==> config.mk <==
export PLATFORM = sky130hd
export DESIGN_NAME = mod7_check_serializer_flat
export DESIGN_NICKNAME = d
export VERILOG_FILES = /design/src/rtl/mod7_check_serializer_pkg.sv /design/src/rtl/mod7_check_serializer_if.sv /design/src/rtl/mod7_check_serializer_step_unit.sv /design/src/rtl/mod7_check_serializer.sv /design/src/flat_wrapper.sv
export SDC_FILE = /design/constraint.sdc
export NUM_CORES = 1
export LEC_CHECK = 0
export ABC_AREA = 0
export ABC_CLOCK_PERIOD_IN_PS = 2200
export BUFFER_PORTS_ARGS = -buffer_cell sky130_fd_sc_hd__buf_2
export CORE_MARGIN = 2
export CORE_UTILIZATION = 35
export CTS_BUF_LIST = sky130_fd_sc_hd__clkbuf_16
export CTS_CLUSTER_SIZE = 24
export DETAILED_ROUTE_END_ITERATION = 8
export PLACE_DENSITY = 0.61
export RECOVER_POWER = 100
export REMOVE_ABC_BUFFERS = 1
export SETUP_SLACK_MARGIN = 0.05
export SLEW_MARGIN = 20
export SYNTH_ARGS = -nofsm -noshare
export SYNTH_HDL_FRONTEND = slang
export SYNTH_HIERARCHICAL = 1
export SYNTH_SLANG_ARGS = --single-unit
==> constraint.sdc <==
create_clock -name Clock -period 2.2 [get_ports Clock]
set_input_delay 0.66 -clock Clock [delete_from_list [all_inputs] [get_ports Clock]]
set_output_delay 0.66 -clock Clock [all_outputs]
set_load 0.1 [all_outputs]
==> src/rtl/mod7_check_serializer_pkg.sv <==
`default_nettype none
// ============================================================================
// Module   : mod7_pkg
// Brief    : Shared types and mod-7 arithmetic helpers for the serial link.
// Revision : 1.0  initial release
// ============================================================================
package mod7_pkg;

    typedef enum logic [1:0] {
        IDLE  = 2'd0,
        DATA  = 2'd1,
        CHECK = 2'd2
    } state_t;

    localparam int CHECK_BITS = 3;

    // (2r + b) mod 7 as a 7-entry table of 2r mod 7, with the single wrap case 6+1.
    function automatic logic [2:0] mod7_step(input logic [2:0] r, input logic b);
        logic [2:0] dbl;
        case (r)
            3'd0:    dbl = 3'd0;
            3'd1:    dbl = 3'd2;
            3'd2:    dbl = 3'd4;
            3'd3:    dbl = 3'd6;
            3'd4:    dbl = 3'd1;
            3'd5:    dbl = 3'd3;
            3'd6:    dbl = 3'd5;
            default: dbl = 3'd0;
        endcase
        return (dbl == 3'd6 && b) ? 3'd0 : dbl + {2'b00, b};
    endfunction

    function automatic logic [2:0] mod7_check(input logic [2:0] r);
        return (r == 3'd0) ? 3'd0 : 3'd7 - r;
    endfunction

endpackage
`default_nettype wire

==> src/rtl/mod7_check_serializer_if.sv <==
`default_nettype none
// ============================================================================
// Module   : mod7_check_serializer_if
// Brief    : Load handshake and serial output bundle of the mod-7 serializer.
// Revision : 1.0  initial release
// ============================================================================
interface mod7_check_serializer_if #(
    parameter int WIDTH = 8
);
    logic [WIDTH-1:0] Data_In;
    logic             Load_Valid;
    logic             Load_Ready;
    logic             Serial_Out;
    logic             Bit_Valid;
    logic             Check_Phase;
    logic             Frame_End;

    modport master (
        output Data_In, Load_Valid,
        input  Load_Ready, Serial_Out, Bit_Valid, Check_Phase, Frame_End
    );

    modport slave (
        input  Data_In, Load_Valid,
        output Load_Ready, Serial_Out, Bit_Valid, Check_Phase, Frame_End
    );
endinterface
`default_nettype wire

==> src/rtl/mod7_check_serializer_step_unit.sv <==
`default_nettype none
// ============================================================================
// Module   : mod7_step_unit
// Brief    : Combinational 3-bit remainder update r' = (2r + b) mod 7.
// Revision : 1.0  initial release
// ============================================================================
module mod7_step_unit
    import mod7_pkg::*;
(
    input  wire logic [2:0] i_rem,
    input  wire logic       i_bit,
    output logic      [2:0] o_rem
);
    assign o_rem = mod7_step(i_rem, i_bit);
endmodule
`default_nettype wire

==> src/rtl/mod7_check_serializer.sv <==
`default_nettype none
// ============================================================================
// Module   : mod7_check_serializer
// Brief    : Shifts a word out MSB-first followed by a 3-bit code that makes
//            the whole frame divisible by 7. Optional Abort port: MOD7_ABORT_EN.
// Revision : 1.0  initial release
// ============================================================================
module mod7_check_serializer
    import mod7_pkg::*;
#(
    parameter int WIDTH = 8
) (
    input  wire logic Clock,
    input  wire logic Reset,
`ifdef MOD7_ABORT_EN
    input  wire logic Abort,
`endif
    mod7_check_serializer_if.slave bus
);
    localparam int CNT_W = $clog2(WIDTH);

    state_t                  r_state, w_state_next;
    logic [WIDTH-1:0]        r_shreg, w_shreg_next;
    logic [CNT_W-1:0]        r_cnt, w_cnt_next;
    logic [2:0]              r_rem, w_rem_next, w_rem_step, w_code;
    logic [CHECK_BITS-1:0]   r_code, w_code_next;
    logic [1:0]              r_chk_cnt, w_chk_cnt_next;
    logic                    r_serial, w_serial_next;
    logic                    r_bit_valid, w_bit_valid_next;
    logic                    r_check_phase, w_check_phase_next;
    logic                    r_frame_end, w_frame_end_next;

    mod7_step_unit u_step (
        .i_rem (r_rem),
        .i_bit (r_shreg[WIDTH-1]),
        .o_rem (w_rem_step)
    );

    // Code is taken from the remainder that includes the bit leaving this cycle.
    assign w_code = mod7_check(w_rem_step);

    always_comb begin
        w_state_next       = r_state;
        w_shreg_next       = r_shreg;
        w_cnt_next         = r_cnt;
        w_rem_next         = r_rem;
        w_code_next        = r_code;
        w_chk_cnt_next     = r_chk_cnt;
        w_serial_next      = 1'b0;
        w_bit_valid_next   = 1'b0;
        w_check_phase_next = 1'b0;
        w_frame_end_next   = 1'b0;

        case (r_state)
            IDLE: begin
                if (bus.Load_Valid) begin
                    w_state_next     = DATA;
                    w_shreg_next     = bus.Data_In;
                    w_rem_next       = 3'd0;
                    w_cnt_next       = CNT_W'(WIDTH - 1);
                    w_serial_next    = bus.Data_In[WIDTH-1];
                    w_bit_valid_next = 1'b1;
                end
            end
            DATA: begin
                w_rem_next       = w_rem_step;
                w_shreg_next     = {r_shreg[WIDTH-2:0], 1'b0};
                w_bit_valid_next = 1'b1;
                if (r_cnt == '0) begin
                    w_state_next       = CHECK;
                    w_serial_next      = w_code[2];
                    w_code_next        = {w_code[1:0], 1'b0};
                    w_chk_cnt_next     = 2'(CHECK_BITS - 1);
                    w_check_phase_next = 1'b1;
                end else begin
                    w_cnt_next    = r_cnt - 1'b1;
                    w_serial_next = r_shreg[WIDTH-2];
                end
            end
            CHECK: begin
                if (r_chk_cnt == 2'd0) begin
                    w_state_next = IDLE;
                end else begin
                    w_serial_next      = r_code[2];
                    w_code_next        = {r_code[1:0], 1'b0};
                    w_chk_cnt_next     = r_chk_cnt - 2'd1;
                    w_bit_valid_next   = 1'b1;
                    w_check_phase_next = 1'b1;
                    w_frame_end_next   = (r_chk_cnt == 2'd1);
                end
            end
            default: begin
                w_state_next = IDLE;
            end
        endcase

`ifdef MOD7_ABORT_EN
        if (Abort && r_state != IDLE) begin
            w_state_next       = IDLE;
            w_serial_next      = 1'b0;
            w_bit_valid_next   = 1'b0;
            w_check_phase_next = 1'b0;
            w_frame_end_next   = 1'b0;
        end
`endif
    end

    always_ff @(posedge Clock) begin
        if (Reset) begin
            r_state       <= IDLE;
            r_shreg       <= '0;
            r_cnt         <= '0;
            r_rem         <= 3'd0;
            r_code        <= '0;
            r_chk_cnt     <= 2'd0;
            r_serial      <= 1'b0;
            r_bit_valid   <= 1'b0;
            r_check_phase <= 1'b0;
            r_frame_end   <= 1'b0;
        end else begin
            r_state       <= w_state_next;
            r_shreg       <= w_shreg_next;
            r_cnt         <= w_cnt_next;
            r_rem         <= w_rem_next;
            r_code        <= w_code_next;
            r_chk_cnt     <= w_chk_cnt_next;
            r_serial      <= w_serial_next;
            r_bit_valid   <= w_bit_valid_next;
            r_check_phase <= w_check_phase_next;
            r_frame_end   <= w_frame_end_next;
        end
    end

    assign bus.Load_Ready  = (r_state == IDLE);
    assign bus.Serial_Out  = r_serial;
    assign bus.Bit_Valid   = r_bit_valid;
    assign bus.Check_Phase = r_check_phase;
    assign bus.Frame_End   = r_frame_end;

endmodule
`default_nettype wire

==> src/flat_wrapper.sv <==
// flat-port wrapper written by rule: the top's interface ports become plain ports
module mod7_check_serializer_flat import mod7_pkg::*;
#(
    parameter int WIDTH = 8
)
  (Clock, Reset, bus_Data_In, bus_Load_Valid, bus_Load_Ready, bus_Serial_Out, bus_Bit_Valid, bus_Check_Phase, bus_Frame_End);
  mod7_check_serializer_if #(.WIDTH(WIDTH)) bus_i ();
  input  wire logic Clock;
  input  wire logic Reset;
  input wire logic [$bits(bus_i.Data_In)-1:0] bus_Data_In;
  input wire logic [$bits(bus_i.Load_Valid)-1:0] bus_Load_Valid;
  output wire logic [$bits(bus_i.Load_Ready)-1:0] bus_Load_Ready;
  output wire logic [$bits(bus_i.Serial_Out)-1:0] bus_Serial_Out;
  output wire logic [$bits(bus_i.Bit_Valid)-1:0] bus_Bit_Valid;
  output wire logic [$bits(bus_i.Check_Phase)-1:0] bus_Check_Phase;
  output wire logic [$bits(bus_i.Frame_End)-1:0] bus_Frame_End;
  assign bus_i.Data_In = bus_Data_In;
  assign bus_i.Load_Valid = bus_Load_Valid;
  assign bus_Load_Ready = bus_i.Load_Ready;
  assign bus_Serial_Out = bus_i.Serial_Out;
  assign bus_Bit_Valid = bus_i.Bit_Valid;
  assign bus_Check_Phase = bus_i.Check_Phase;
  assign bus_Frame_End = bus_i.Frame_End;
  mod7_check_serializer #(.WIDTH(WIDTH)) u_core (.Clock(Clock), .Reset(Reset), .bus(bus_i));
endmodule
==> run summary <==
status = finished, final reports clean
Starting Density = 0.3695
DRT Wirelength = 2450 um
Max IR drop VDD = 0.3157 mV
synth unique cells = 34
max incr delay on CP = 0.39 ns
cts bufs inserted = 3
most used cell, CP = ha_1
multiplexer area fraction after synthesis = 0.06394
Crit Path Category = register to register
antenna diode count = 0
width of the chip = 63.82 um
final net count = 177
power per cell area = 1064 nW/um^2
hold wc startpoint = u_core/r_shreg[0]
vias in the first global route = 984
Worst setup EP type = register
htree depth = 1
Max Cap Viol = 0
Synth Area in Simple Gates = 0.1758
port bufs = 15
Reg-to-Reg Start = u_core/r_rem[2]
RSZ-0062 raised after global routing = false
core box area = 3390 um^2
Final WS setup = 0.2222 ns
Crit Path Max Fanout = 6
Fmax = 505.6 MHz
CTS tree = yes
primary flip-flop cell chosen by synthesis mapping = dfxtp_1
post-synth top area share = 0.3836
Post-Synthesis Cells = 138
Final Wtd Congestion = 0.7260
ranking of synthesized cells by area = dfxtp_1 (38%), ha_1 (10%), a211oi_1 (7.2%), mux2i_1 (6.4%), nor2_1 (5.4%)
Final Hold Fails = 0
area delta synth->final = 18.08%
buffer levels on the longest clock path = 2
die height = 63.82 um
Syn Area/Cell = 9.076 um^2
worst relative slew slack = 0.6219
Final Slew Violations = 0
clk root buf = clkbuf_16
startpoint types = register
Final min period = 1.978 ns
ratio of final minimum period to clock period = 0.8990
number of flops mapped to enable cells by yosys = 0
WP data required = 2.37 ns
WP data arrival = 2.15 ns
Final setup viols = 0
slowest CP cell = dfxtp_1
1st-iter DRT viols = 47
# resized after CTS = 0
adder-cell area share of the yosys netlist = 0.09990
leak pwr = 0.6110 nW
Remaining DRCs = 0
Yosys reg bits = 24
full die area = 4073 um^2
antenna violations before repair = 0
Hold Crit Class = register to register
part of the Yosys area used for sequential elements = 0.3836
setup repair bufs after CTS = 0
DP Worst Slack = 0.2617 ns
Setup TNS = 0 ns
hpwl dp = 1830 um
Worst Max-Slew Pin Slew = 0.5671 ns
cell taking the most area after synthesis = dfxtp_1
via count = 1,024
Final Skew = 0.006778 ns
Clock transition at path regs = 0.07 ns
critical-path cell list = a21boi_0, ha_1, ha_1, nor2b_2, a22o_1, or3_1, a311oi_1
Synth async-reset ratio = 0
share of layout cells above drive strength 1 = 0.1548
WL/cell = 12.19 um
Sink Count = 24
# rows = 21
Synth warnings = 6
routed vias/inst = 5.095
CP startpoint = u_core/r_rem[2]
IO Pins = 16
Total GRT Usage = 0.1335
Routed Antenna Nets = 0
grt ovf = 0
overall power = 1.574 mW
first drt pass iteration count = 4
Compound-Gate Fraction of Synth Area = 0.2308
largest net degree at the start of global routing = 23
largest family of logic cells by synthesized area = compound AO/OA/AOI/OAI gates
first-pass GRT wire length = 4353 um
Synth Area in XOR/XNOR = 0
hold buffers post-CTS = 0
worst skew pair latency = 0.26 ns
Synth Cell Area = 1252 um^2
path summary, 6_finish.rpt:
kind,endpoint,slack [ns],cells past startpoint
max,u_core/bus.Serial_Out,0.22,7
min,u_core/r_shreg[0],0.46,2
max reg2reg,u_core/bus.Serial_Out,0.22,7
min reg2reg,u_core/r_shreg[0],0.46,2
synthesized netlist by cell type (all sizes together) (2+ instances only):
library cell	number
o21ai	5
a22oi	5
nand2	3
a21boi	2
ha	10
nand3	4
a211oi	12
buf	3
a21oi	7
a311oi	3
dfxtp	24
and3	2
clkbuf	2
nand4b	2
nor2b	2
mux2i	8
and2	3
nand2b	5
inv	8
nor2	18
nor3	2
metal layers:
metal	up-vias	global-route usage	wire, um
li1	539	-	-
met1	478	0.1619	1179
met2	5	0.2305	1208
met3	2	0.02289	34
met4	0	0.05707	27
met5	-	0	0
cells in the final DEF, fill, tap and decap left out, types with 3 or more instances in the layout:
| cell type | n |
|---|---|
| and2_1 | 3 |
| buf_4 | 3 |
| clkbuf_2 | 5 |
| ha_1 | 10 |
| nand3_1 | 4 |
| a311oi_1 | 3 |
| a22oi_1 | 5 |
| a211oi_1 | 12 |
| inv_1 | 8 |
| buf_2 | 10 |
| mux2i_1 | 8 |
| o21ai_0 | 4 |
| a21oi_1 | 7 |
| dfxtp_1 | 24 |
| clkbuf_16 | 3 |
| nor2_1 | 18 |
| nand2_1 | 3 |
| nand2b_1 | 4 |
worst max-delay path: cells and delay by family, from the launching register on:
family / cells / cell delay (ns)
flip-flops: 1 / 0.39
adder cells (fa/ha/maj): 2 / 0.38
AND/OR/NAND/NOR: 2 / 0.42
AO/OA/AOI/OAI: 3 / 0.71
kinds of logic (layout without fill, tap and decap cells):
| kind of cell | after synthesis | after routing |
|---|---|---|
| adder cells (fa/ha/maj) | 10 | 10 |
| multiplexers | 8 | 8 |
| buffers and inverters | 13 | 30 |
| flip-flops | 24 | 24 |
| AO/OA/AOI/OAI | 40 | 40 |
| AND/OR/NAND/NOR | 43 | 43 |
flip-flops by register name, summed over array words and instances (netlist names):
name / cells
u_core/r_code: 2
u_core/bus.Serial_Out: 1
u_core/r_chk_cnt: 2
u_core/r_shreg: 8
u_core/bus.Frame_End: 1
u_core/r_rem: 3
u_core/r_cnt: 3
u_core/r_state: 2
u_core/bus.Check_Phase: 1
u_core/bus.Bit_Valid: 1
area by class of cell:
class	instances	area, um^2
flip-flops and latches	24	480.5
clock buffers	3	75.07
repair buffers	18	97.59
fillers	323	1911
multi-input cells	101	708.2
inverters	8	30.03
clock inverters	1	30.03
well taps	46	57.56
per-stage QoR:
| stage | std cells | util | hold WS [ns] | area, um^2 |
|---|---|---|---|---|
| 5_1_grt | 201 | 0.4363 | 0.5121 | 1479 |
| 3_3_place_gp | 197 | 0.4072 | 0.4444 | 1380 |
| 4_1_cts | 201 | 0.4382 | 0.4611 | 1485 |
| 6_report | 201 | 0.4363 | 0.4592 | 1479 |
| 3_5_place_dp | 197 | 0.4072 | 0.4513 | 1380 |
| 2_1_floorplan | 133 | - | 0.4255 | 1225 |
power breakdown:
group / leakage [nW] / internal, mW / total (mW) / switching [mW]
logic: 0.363 / 0.175 / 0.501 / 0.326
registers: 0.197 / 0.508 / 0.557 / 0.0490
clock network: 0.0511 / 0.361 / 0.515 / 0.154
No activity file was read; power rests on OpenSTA's default activity.
